$ cat src/rtl/mfp_ahb_lite_master_arbiter.sv
// mfp_ahb_lite_master_arbiter
//
// Purpose:
//   N-master AHB-Lite arbiter placed between the bus masters (SREC loader
//   bridge, CPU, DMA engines) and mfp_ahb_lite_matrix. Holds a registered
//   one-hot grant that only changes at legal transfer boundaries. Address-phase
//   ownership (addr_owner) and data-phase ownership (data_owner) are tracked
//   separately, so a new owner can start its address phase while the previous
//   owner's last data phase is still completing.
//
// Parameters:
//   N_MASTERS       number of masters, 2..4; index 0 has highest fixed priority
//   DEFAULT_MASTER  master parked on the bus when nobody requests
//   ROUND_ROBIN     0 = fixed priority, 1 = rotate starting after the owner
//   MAX_TENURE      ownership limit in cycles (tenure build only), >= 2
//
// Build option:
//   MFP_AHB_ARB_TENURE_LIMIT_EN  adds a 9-bit saturating tenure counter. Once
//   the owner has held the bus MAX_TENURE cycles and someone else requests,
//   the owner's request is masked at the next eligible boundary. HMASTLOCK
//   still wins over the limit.
//
// Ports:
//   HCLK, HRESETn   clock, async active-low reset
//   M_REQ/M_GNT     per-master request / one-hot registered grant
//   M_H*            flattened master buses, slice i belongs to master i
//   M_HRDATA        broadcast read data
//   M_HREADY/M_HRESP  slave response to the data owner, idle response to others
//   S_H*            muxed slave-side bus toward the matrix
//   OWNER           current address owner index

module mfp_ahb_lite_master_arbiter #(
  parameter int N_MASTERS      = 2,
  parameter int DEFAULT_MASTER = 1,
  parameter int ROUND_ROBIN    = 0,
  parameter int MAX_TENURE     = 256
) (
  input  logic                    HCLK,
  input  logic                    HRESETn,

  input  logic [N_MASTERS-1:0]    M_REQ,
  output logic [N_MASTERS-1:0]    M_GNT,

  input  logic [N_MASTERS*32-1:0] M_HADDR,
  input  logic [N_MASTERS*3-1:0]  M_HBURST,
  input  logic [N_MASTERS-1:0]    M_HMASTLOCK,
  input  logic [N_MASTERS*4-1:0]  M_HPROT,
  input  logic [N_MASTERS*3-1:0]  M_HSIZE,
  input  logic [N_MASTERS*2-1:0]  M_HTRANS,
  input  logic [N_MASTERS-1:0]    M_HWRITE,
  input  logic [N_MASTERS*32-1:0] M_HWDATA,
  output logic [31:0]             M_HRDATA,
  output logic [N_MASTERS-1:0]    M_HREADY,
  output logic [N_MASTERS-1:0]    M_HRESP,

  output logic [31:0]             S_HADDR,
  output logic [2:0]              S_HBURST,
  output logic                    S_HMASTLOCK,
  output logic [3:0]              S_HPROT,
  output logic [2:0]              S_HSIZE,
  output logic [1:0]              S_HTRANS,
  output logic                    S_HWRITE,
  output logic [31:0]             S_HWDATA,
  input  logic [31:0]             S_HRDATA,
  input  logic                    S_HREADY,
  input  logic                    S_HRESP,

  output logic [1:0]              OWNER
);

  localparam logic [1:0] HTRANS_IDLE = 2'b00;
  localparam logic [1:0] HTRANS_BUSY = 2'b01;
  localparam logic [1:0] HTRANS_SEQ  = 2'b11;

  localparam logic [1:0] DEF_IDX = 2'(DEFAULT_MASTER);

  // Elaboration-time parameter checks.
  generate
    if (N_MASTERS < 2 || N_MASTERS > 4) begin : g_bad_n_masters
      $error("mfp_ahb_lite_master_arbiter: N_MASTERS must be 2..4");
    end
    if (DEFAULT_MASTER < 0 || DEFAULT_MASTER >= N_MASTERS) begin : g_bad_default
      $error("mfp_ahb_lite_master_arbiter: DEFAULT_MASTER must be below N_MASTERS");
    end
    if (MAX_TENURE < 2) begin : g_bad_tenure
      $error("mfp_ahb_lite_master_arbiter: MAX_TENURE must be at least 2");
    end
  endgenerate

  // Per-master views, always 4 entries deep so a 2-bit owner index selects
  // them directly; entries beyond N_MASTERS read as zero.
  logic [31:0] haddr_a  [4];
  logic [2:0]  hburst_a [4];
  logic [3:0]  hprot_a  [4];
  logic [2:0]  hsize_a  [4];
  logic [1:0]  htrans_a [4];
  logic [31:0] hwdata_a [4];
  logic [3:0]  req4;
  logic [3:0]  lock4;
  logic [3:0]  write4;

  assign req4   = 4'(M_REQ);
  assign lock4  = 4'(M_HMASTLOCK);
  assign write4 = 4'(M_HWRITE);

  generate
    for (genvar i = 0; i < 4; i++) begin : g_unpack
      if (i < N_MASTERS) begin : g_used
        assign haddr_a[i]  = M_HADDR[i*32 +: 32];
        assign hburst_a[i] = M_HBURST[i*3 +: 3];
        assign hprot_a[i]  = M_HPROT[i*4 +: 4];
        assign hsize_a[i]  = M_HSIZE[i*3 +: 3];
        assign htrans_a[i] = M_HTRANS[i*2 +: 2];
        assign hwdata_a[i] = M_HWDATA[i*32 +: 32];
      end else begin : g_pad
        assign haddr_a[i]  = '0;
        assign hburst_a[i] = '0;
        assign hprot_a[i]  = '0;
        assign hsize_a[i]  = '0;
        assign htrans_a[i] = '0;
        assign hwdata_a[i] = '0;
      end
    end
  endgenerate

  logic [1:0]           addr_owner;
  logic [1:0]           data_owner;
  logic [1:0]           next_owner;
  logic [1:0]           winner;
  logic [N_MASTERS-1:0] gnt;
  logic [3:0]           req_eff;

  logic [1:0] own_trans;
  logic       own_lock;
  logic       own_req;
  logic       mid_burst;
  logic       eligible;

  assign own_trans = htrans_a[addr_owner];
  assign own_lock  = lock4[addr_owner];
  assign own_req   = req4[addr_owner];

  // BUSY sits inside a burst, so it blocks handover just like SEQ.
  assign mid_burst = (own_trans == HTRANS_SEQ) || (own_trans == HTRANS_BUSY);
  assign eligible  = S_HREADY && !mid_burst && !own_lock;

`ifdef MFP_AHB_ARB_TENURE_LIMIT_EN
  logic [8:0] tenure;
  logic [3:0] own_oh4;
  logic       others_req;
  logic       tenure_hit;

  assign own_oh4    = 4'b0001 << addr_owner;
  assign others_req = |(req4 & ~own_oh4);
  assign tenure_hit = (32'(tenure) >= MAX_TENURE);

  // An expired owner simply looks like a non-requester to the arbiter.
  assign req_eff = (tenure_hit && others_req) ? (req4 & ~own_oh4) : req4;

  always_ff @(posedge HCLK or negedge HRESETn) begin
    if (!HRESETn) begin
      tenure <= '0;
    end else if (next_owner != addr_owner) begin
      tenure <= '0;
    end else if (tenure != 9'h1ff) begin
      tenure <= tenure + 9'd1;
    end
  end
`else
  assign req_eff = req4;
`endif

  // Winner selection. With no effective requester the bus parks on the
  // default master.
  always_comb begin
    logic       found;
    logic [1:0] idx;
    winner = DEF_IDX;
    found  = 1'b0;
    idx    = '0;
    if (ROUND_ROBIN != 0) begin
      // Start one past the owner, owner itself is examined last.
      for (int k = 1; k <= N_MASTERS; k++) begin
        idx = 2'((int'(addr_owner) + k) % N_MASTERS);
        if (!found && req_eff[idx]) begin
          winner = idx;
          found  = 1'b1;
        end
      end
    end else begin
      // Walk downward so the lowest requesting index is written last.
      for (int k = N_MASTERS - 1; k >= 0; k--) begin
        if (req_eff[2'(k)]) begin
          winner = 2'(k);
        end
      end
    end
  end

  assign next_owner = eligible ? winner : addr_owner;

  always_ff @(posedge HCLK or negedge HRESETn) begin
    if (!HRESETn) begin
      addr_owner <= DEF_IDX;
      data_owner <= DEF_IDX;
      gnt        <= N_MASTERS'(4'b0001 << DEF_IDX);
    end else begin
      addr_owner <= next_owner;
      gnt        <= N_MASTERS'(4'b0001 << next_owner);
      // The address phase just accepted becomes the next data phase.
      if (S_HREADY) begin
        data_owner <= addr_owner;
      end
    end
  end

  assign M_GNT = gnt;
  assign OWNER = addr_owner;

  // Address-phase mux. An owner that has dropped its request and is not in
  // the middle of a burst is presented to the slave as IDLE.
  assign S_HADDR     = haddr_a[addr_owner];
  assign S_HBURST    = hburst_a[addr_owner];
  assign S_HMASTLOCK = own_lock;
  assign S_HPROT     = hprot_a[addr_owner];
  assign S_HSIZE     = hsize_a[addr_owner];
  assign S_HWRITE    = write4[addr_owner];
  assign S_HTRANS    = (!own_req && !mid_burst) ? HTRANS_IDLE : own_trans;

  // Data-phase mux and response routing.
  assign S_HWDATA = hwdata_a[data_owner];
  assign M_HRDATA = S_HRDATA;

  generate
    for (genvar i = 0; i < N_MASTERS; i++) begin : g_resp
      assign M_HREADY[i] = (data_owner == 2'(i)) ? S_HREADY : 1'b1;
      assign M_HRESP[i]  = (data_owner == 2'(i)) ? S_HRESP  : 1'b0;
    end
  endgenerate

endmodule

$ cat config.mk
export PLATFORM = sky130hd
export DESIGN_NAME = mfp_ahb_lite_master_arbiter
export DESIGN_NICKNAME = d
export VERILOG_FILES = /design/src/rtl/mfp_ahb_lite_master_arbiter.sv
export SDC_FILE = /design/constraint.sdc
export NUM_CORES = 1
export LEC_CHECK = 0
export CORE_AREA = 5 5 117 119
export CTS_CLUSTER_SIZE = 25
export DETAILED_ROUTE_END_ITERATION = 6
export DIE_AREA = 0 0 122 124
export HOLD_SLACK_MARGIN = 0.15
export PLACE_DENSITY = 0.66
export SLEW_MARGIN = 10
export SYNTH_ARGS = -nofsm -noshare
export SYNTH_HDL_FRONTEND = slang
export SYNTH_SLANG_ARGS = --single-unit
$ cat constraint.sdc
create_clock -name HCLK -period 1.1 [get_ports HCLK]
set_clock_uncertainty 0.05 [all_clocks]
set_input_delay 0.11 -clock HCLK [delete_from_list [all_inputs] [get_ports HCLK]]
set_output_delay 0.11 -clock HCLK [all_outputs]
set_load 0.02 [all_outputs]
# [Word level (Yosys, flattened, before mapping)]
# Index checks and enable logic that the tools add are counted.
[word_totals] reg_bits=6 inputBits=194 elab_cells=51 out_inout_bits=118
[classes] n_reduce_logical=8 mux=31 bitwise=2 magnitude_cmp=3 n_eq_ne=3 shift=1
[ops] operator="$bmux 32 s2" n=2
[ops] operator="$mux 32" n=4
[ops] operator="$bmux 3 s2" n=2
[ops] operator="$mux 3" n=4
[ops] operator="$bmux 4 s2" n=1
[ops] operator="$mux 1" n=8
[ops] operator="$mux 2" n=4
[ops] operator="$mux 4" n=2
[ops] operator="$bmux 1 s2" n=3
[ops] operator="$ge 3x3->1 const B" n=2
[ops] operator="$not 2->3" n=2
[ops] operator="$bmux 2 s2" n=1
[ops] operator="$eq 2x1->1 const B" n=2
[ops] operator="$logic_and 1x1->1" n=3
[ops] operator="$logic_not 1->1" n=3
[ops] operator="$lt 2x3->1 const B" n=1
[ops] operator="$eq 2x2->1 const B" n=1
[ops] operator="$logic_not 2->1" n=1
[ops] operator="$shl 1x2->2 const A" n=1
[ops] operator="$logic_or 1x1->1" n=1

# [Longest topological paths before layout]
[logic_depth] word_depth=11 ltp_mapped=5

# [Worst setup path before layout]
# OpenSTA, ideal clock, no wires.
[synth_path] path_kind="reg2out" startpoint="register addr_owner[0] (netlist: OWNER[0])" endpoint="output S_HTRANS[1]" n_path_buf=2 arrival_time_ps=1307 t_required_ps=940 path_stages_with_launch=6 setup_slack_ps=-367 cell_sequence="dfstp_2 buf_6 buf_12 o211ai_2 o21a_1 nor2_1"
[synth_via] elab_chain_len=9 elab_cells_between_ends=13 cone_classes="eq/ne: 2; mux: 6; bitwise: 1; reduce/logical: 4"
[synth_lines] item="start: declaration" line="126" source="logic [1:0] addr_owner;"
[synth_lines] item="start signal: assignment" line="208" source="addr_owner <= next_owner;"
[synth_lines] item="$not 2->3 (not written as such)" line="139" source="assign own_trans = htrans_a[addr_owner];"
[synth_lines] item="$bmux 2 s2" line="139"
[synth_lines] item="$mux 2 (not written as such) (2 in a row)" line="139"
[synth_lines] item="$eq 2x2->1 or $eq 2x1->1 (tied branches)" line="144" source="assign mid_burst = (own_trans == HTRANS_SEQ) || (own_trans == HTRANS_BUSY);"
[synth_lines] item="$logic_or 1x1->1" line="144"
[synth_lines] item="$logic_not 1->1" line="228" source="assign S_HTRANS = (!own_req && !mid_burst) ? HTRANS_IDLE : own_trans;"
[synth_lines] item="$logic_and 1x1->1" line="228"
[synth_lines] item="$mux 2 (*)" line="228"
[synth_lines] item="end: declaration" line="61" source="output logic [1:0] S_HTRANS,"
# Every way passes the cells marked *; elsewhere a longest branch is shown, timed or not. The select of a mux whose other input is x is not followed.

# [Final worst setup path]
[layout_path] startpoint="register addr_owner[0] (netlist: OWNER[0])" endpoint="output S_HADDR[15]"
[layout_via] elab_chain_len=4
[layout_lines] item="$not 2->3 (not written as such)" line="222" source="assign S_HADDR = haddr_a[addr_owner];"
[layout_lines] item="$bmux 32 s2" line="222"
[layout_lines] item="$mux 32 (not written as such) (2 in a row)" line="222"
[layout_lines] item="end: declaration" line="56" source="output logic [31:0] S_HADDR,"
# Every way passes these cells. The select of a mux whose other input is x is not followed.

==> impl_metrics.csv <==
group,metric,value,unit
logic_synthesis,synth.lib_cells_used.distinct,30,
route,route.antenna.remaining_nets,0,
logic_synthesis,yosys_warnings,0,
power_and_ir_drop,power_density,686.6,mW/mm^2
timing,finalWorstPathRequiredPeriod,1762,ps
cells_and_area,layout.cells.most_common_list,"sky130_fd_sc_hd__clkdlybuf4s50_1 (161), sky130_fd_sc_hd__nor2_2 (77), sky130_fd_sc_hd__buf_6 (77)",
cells_and_area,area_growth,199.2,%
timing,final_max_slew_viol_count,0,
worst_setup_path,critical_path_arrival,1600,ps
logic_synthesis,mappedNetlistArea,0.001820,sq mm
global_routing,grt_start_max_net_pins,30,
power_and_ir_drop,vdd.ir_drop.worst,0.4585,mV
status,violations,"negative setup slack",
floorplanning,start_util,0.1460,
flow_run,cap_violations,0,
cells_and_area,num_antenna_cells,0,
cells_and_area,final_common_cell,"sky130_fd_sc_hd__clkdlybuf4s50_1",
worst_setup_path,path_delay_family,"flip-flops",
worst_setup_path,critPathKind,"flip-flop to output port",
worst_setup_path,worst_setup_path_end_kind,"output port",
logic_synthesis,syn-num-nets,433,
route,via_per_inst,3.953,
clock_tree,clock_latency,230,ps
clock_tree,clock_tree.buffer_depth,2,
floorplanning,dieWidth,122,um
worst_setup_path,cp_data_required_time,940,ps
floorplanning,overall_die_height,124,um
place,detailedPlace.worstSlack,-799.4,ps
logic_synthesis,synthesis.area_per_instance,7.617,sq um
timing,final_period_util,1.602,
floorplanning,die-area,0.01513,sq mm
logic_synthesis,post_syn_instances,239,
floorplanning,rows,41,
worst_setup_path,cp_slowest_cell,"sky130_fd_sc_hd__dfstp_2",
place,placement.io_buffers,247,
hold_path,worst_min_path_class,"input port to output port",
route,highest_layer,"met4",
worst_setup_path,critical_path_peak_fanout,8,
floorplanning,core_region_area,0.01247,sq mm
timing,max_slew_headroom,0.8045,
worst_setup_path,worst_path_largest_cell_delay,590,ps
cells_and_area,multi_input_area,0.001837,sq mm
clock_tree,inserted_clock_buffers,3,
timing,post-route-worst-setup-slack,-661.9,ps
route,route.layer.met1.wl,3840,um
timing,setup_violations,89,
route,route.met2.wl,6147,um
cells_and_area,layout-drive-gt1-share,0.5664,
place,hpwlAfterDp,8165,um
route,drt_first_iter_violations,36,
clock_tree,cts-root-buf,"sky130_fd_sc_hd__clkbuf_16",
timing,hold_viol,0,
clock_tree,cts.sinks,6,
worst_setup_path,cp.buffers_inverters,4,
timing,tns,-49170,ps
clock_tree,clk_pin_slew,30,ps
floorplanning,number_of_top_level_design_ports,312,
worst_setup_path,worst_path_most_repeated_cell,"sky130_fd_sc_hd__buf_6",
cells_and_area,nets,677,
clock_tree,cts.htree.levels,1,
timing,rsz0062_at_grt,"yes",
global_routing,grt_antenna_before_repair,0,
logic_synthesis,ys_seq_area_frac,0.08454,
global_routing,track_usage,0.1273,
clock_tree,cts_tree,"built",
global_routing,first_global_vias,2908,
timing,fmax,567.6,MHz
route,firstDrtPassIters,2,
cells_and_area,fill_count,1181,
global_routing,grt_pass1_wl,15390,um
route,route.met3.wl,766,um
cells_and_area,seqCellArea,156.4,sq um
route,post_drt_wl_per_cell,16.69,um
global_routing,global_route.overflow_total,0,
route,postRouteWirelength,10920,um
status,status,"complete, but fails checks",
logic_synthesis,postSynthRegisterBits,6,
timing,worst_slew_pin_slew,292.3,ps
power_and_ir_drop,total_leakage_power,2.108,nW
worst_setup_path,critPathLaunchType,"flip-flop",
route,drt_drc_violations_left,0,
route,via_count,2585,
place,gp_congestion,0.7576,
worst_setup_path,cells_traversed_along_the_worst_timing_path,"buf_6 > buf_12 > buf_16 > mux2i_2 > nor2_2 > buf_6",
[worst register-to-register path: stages, from the launching register on]
cell	delay (ps)
sky130_fd_sc_hd__dfstp_2	590
sky130_fd_sc_hd__buf_4	140
sky130_fd_sc_hd__buf_12	150
sky130_fd_sc_hd__buf_8	120
sky130_fd_sc_hd__inv_1	40
sky130_fd_sc_hd__a311o_1	310
sky130_fd_sc_hd__o21ai_2	60
[through the flow]
stage	area, sq um	cells	utilization	total power [mW]	hold WS [ps]
2_1_floorplan	2067	239	-	1.454	-235.6
3_3_place_gp	4522	624	0.3627	2.490	170.1
3_5_place_dp	4522	624	0.3627	2.520	170.1
4_1_cts	5097	650	0.4089	3.507	170.1
5_1_grt	5448	654	0.4370	3.904	170.0
6_report	5448	654	0.4370	3.740	170.0
[power by group]
part	internal, mW	switching (mW)	leakage, nW	total, mW
clock network	0.482	0.138	0.0382	0.620
registers	0.242	0.0123	0.0654	0.254
logic	1.69	1.18	2.00	2.87
total	2.41	1.33	2.11	3.74
[cell type report]
type	instances	area share
inverter	2	0.001378
clock buffer	4	0.01447
multi-input combinational	178	0.3372
sequential	6	0.02871
timing repair buffer	292	0.5788
tap	172	0.03950
[sequential cells by signal (all words and copies together) (netlist names)]
register and flops:
M_GNT 2, OWNER 2, data_owner 2
[final timing paths]
check	cells after the start	to	slack, ps	start
max reg2reg	6	M_GNT[1]	-440	OWNER[0]
max	6	S_HADDR[15]	-660	OWNER[0]
min reg2reg	2	data_owner[1]	730	data_owner[1]
min	0	M_HRDATA[19]	170	S_HRDATA[19]
max in group asynchronous	2	OWNER[0]	90	HRESETn
min in group asynchronous	2	data_owner[1]	630	HRESETn
[logic make-up (layout without fill, tap and decap cells)]
logic type	after synthesis	in the layout	share of synthesized area
and+or+nand+nor	87	87	0.1911
muxes	79	79	0.4357
buffers and inverters	55	298	0.2392
AOI/OAI and AO/OA	12	12	0.04949
DFF	6	6	0.08454
[cells in the mapped netlist, drive strengths merged]
library cell	n	area [sq um]
dfrtp	3	75.07
or2	1	6.260
nor3	1	5.000
nand3b	1	7.510
and3b	1	8.760
a21oi	2	10.01
clkbuf	4	15.01
inv	2	7.510
o21ai	4	23.77
mux2	2	22.52
mux2i	77	770.7
or3	1	6.260
o211ai	1	12.51
dfstp	3	78.83
nor2b	1	6.260
o21ba	1	10.01
o21bai	1	7.510
o21a	1	7.510
a311o	1	10.01
nor2	79	296.5
buf	49	412.9
nand2	1	3.750
nor3b	1	7.510
o2bb2ai	1	8.760
[routing by layer]
layer / track usage / vias up
met4: 0.02941 / 0
li1: - / 1257
met1: 0.1352 / 1181
met5: 0 / -
met3: 0.02861 / 23
met2: 0.2535 / 124
[repair_timing]
action,CTS,global route
hold buffers,1,0
gates cloned,7,1
buffers inserted,14,9
pin swaps,4,5
endpoints found under the setup margin,90,90
resized for setup,519,77
endpoints found under the hold margin,3,0
(Power assumes the default switching activity.)
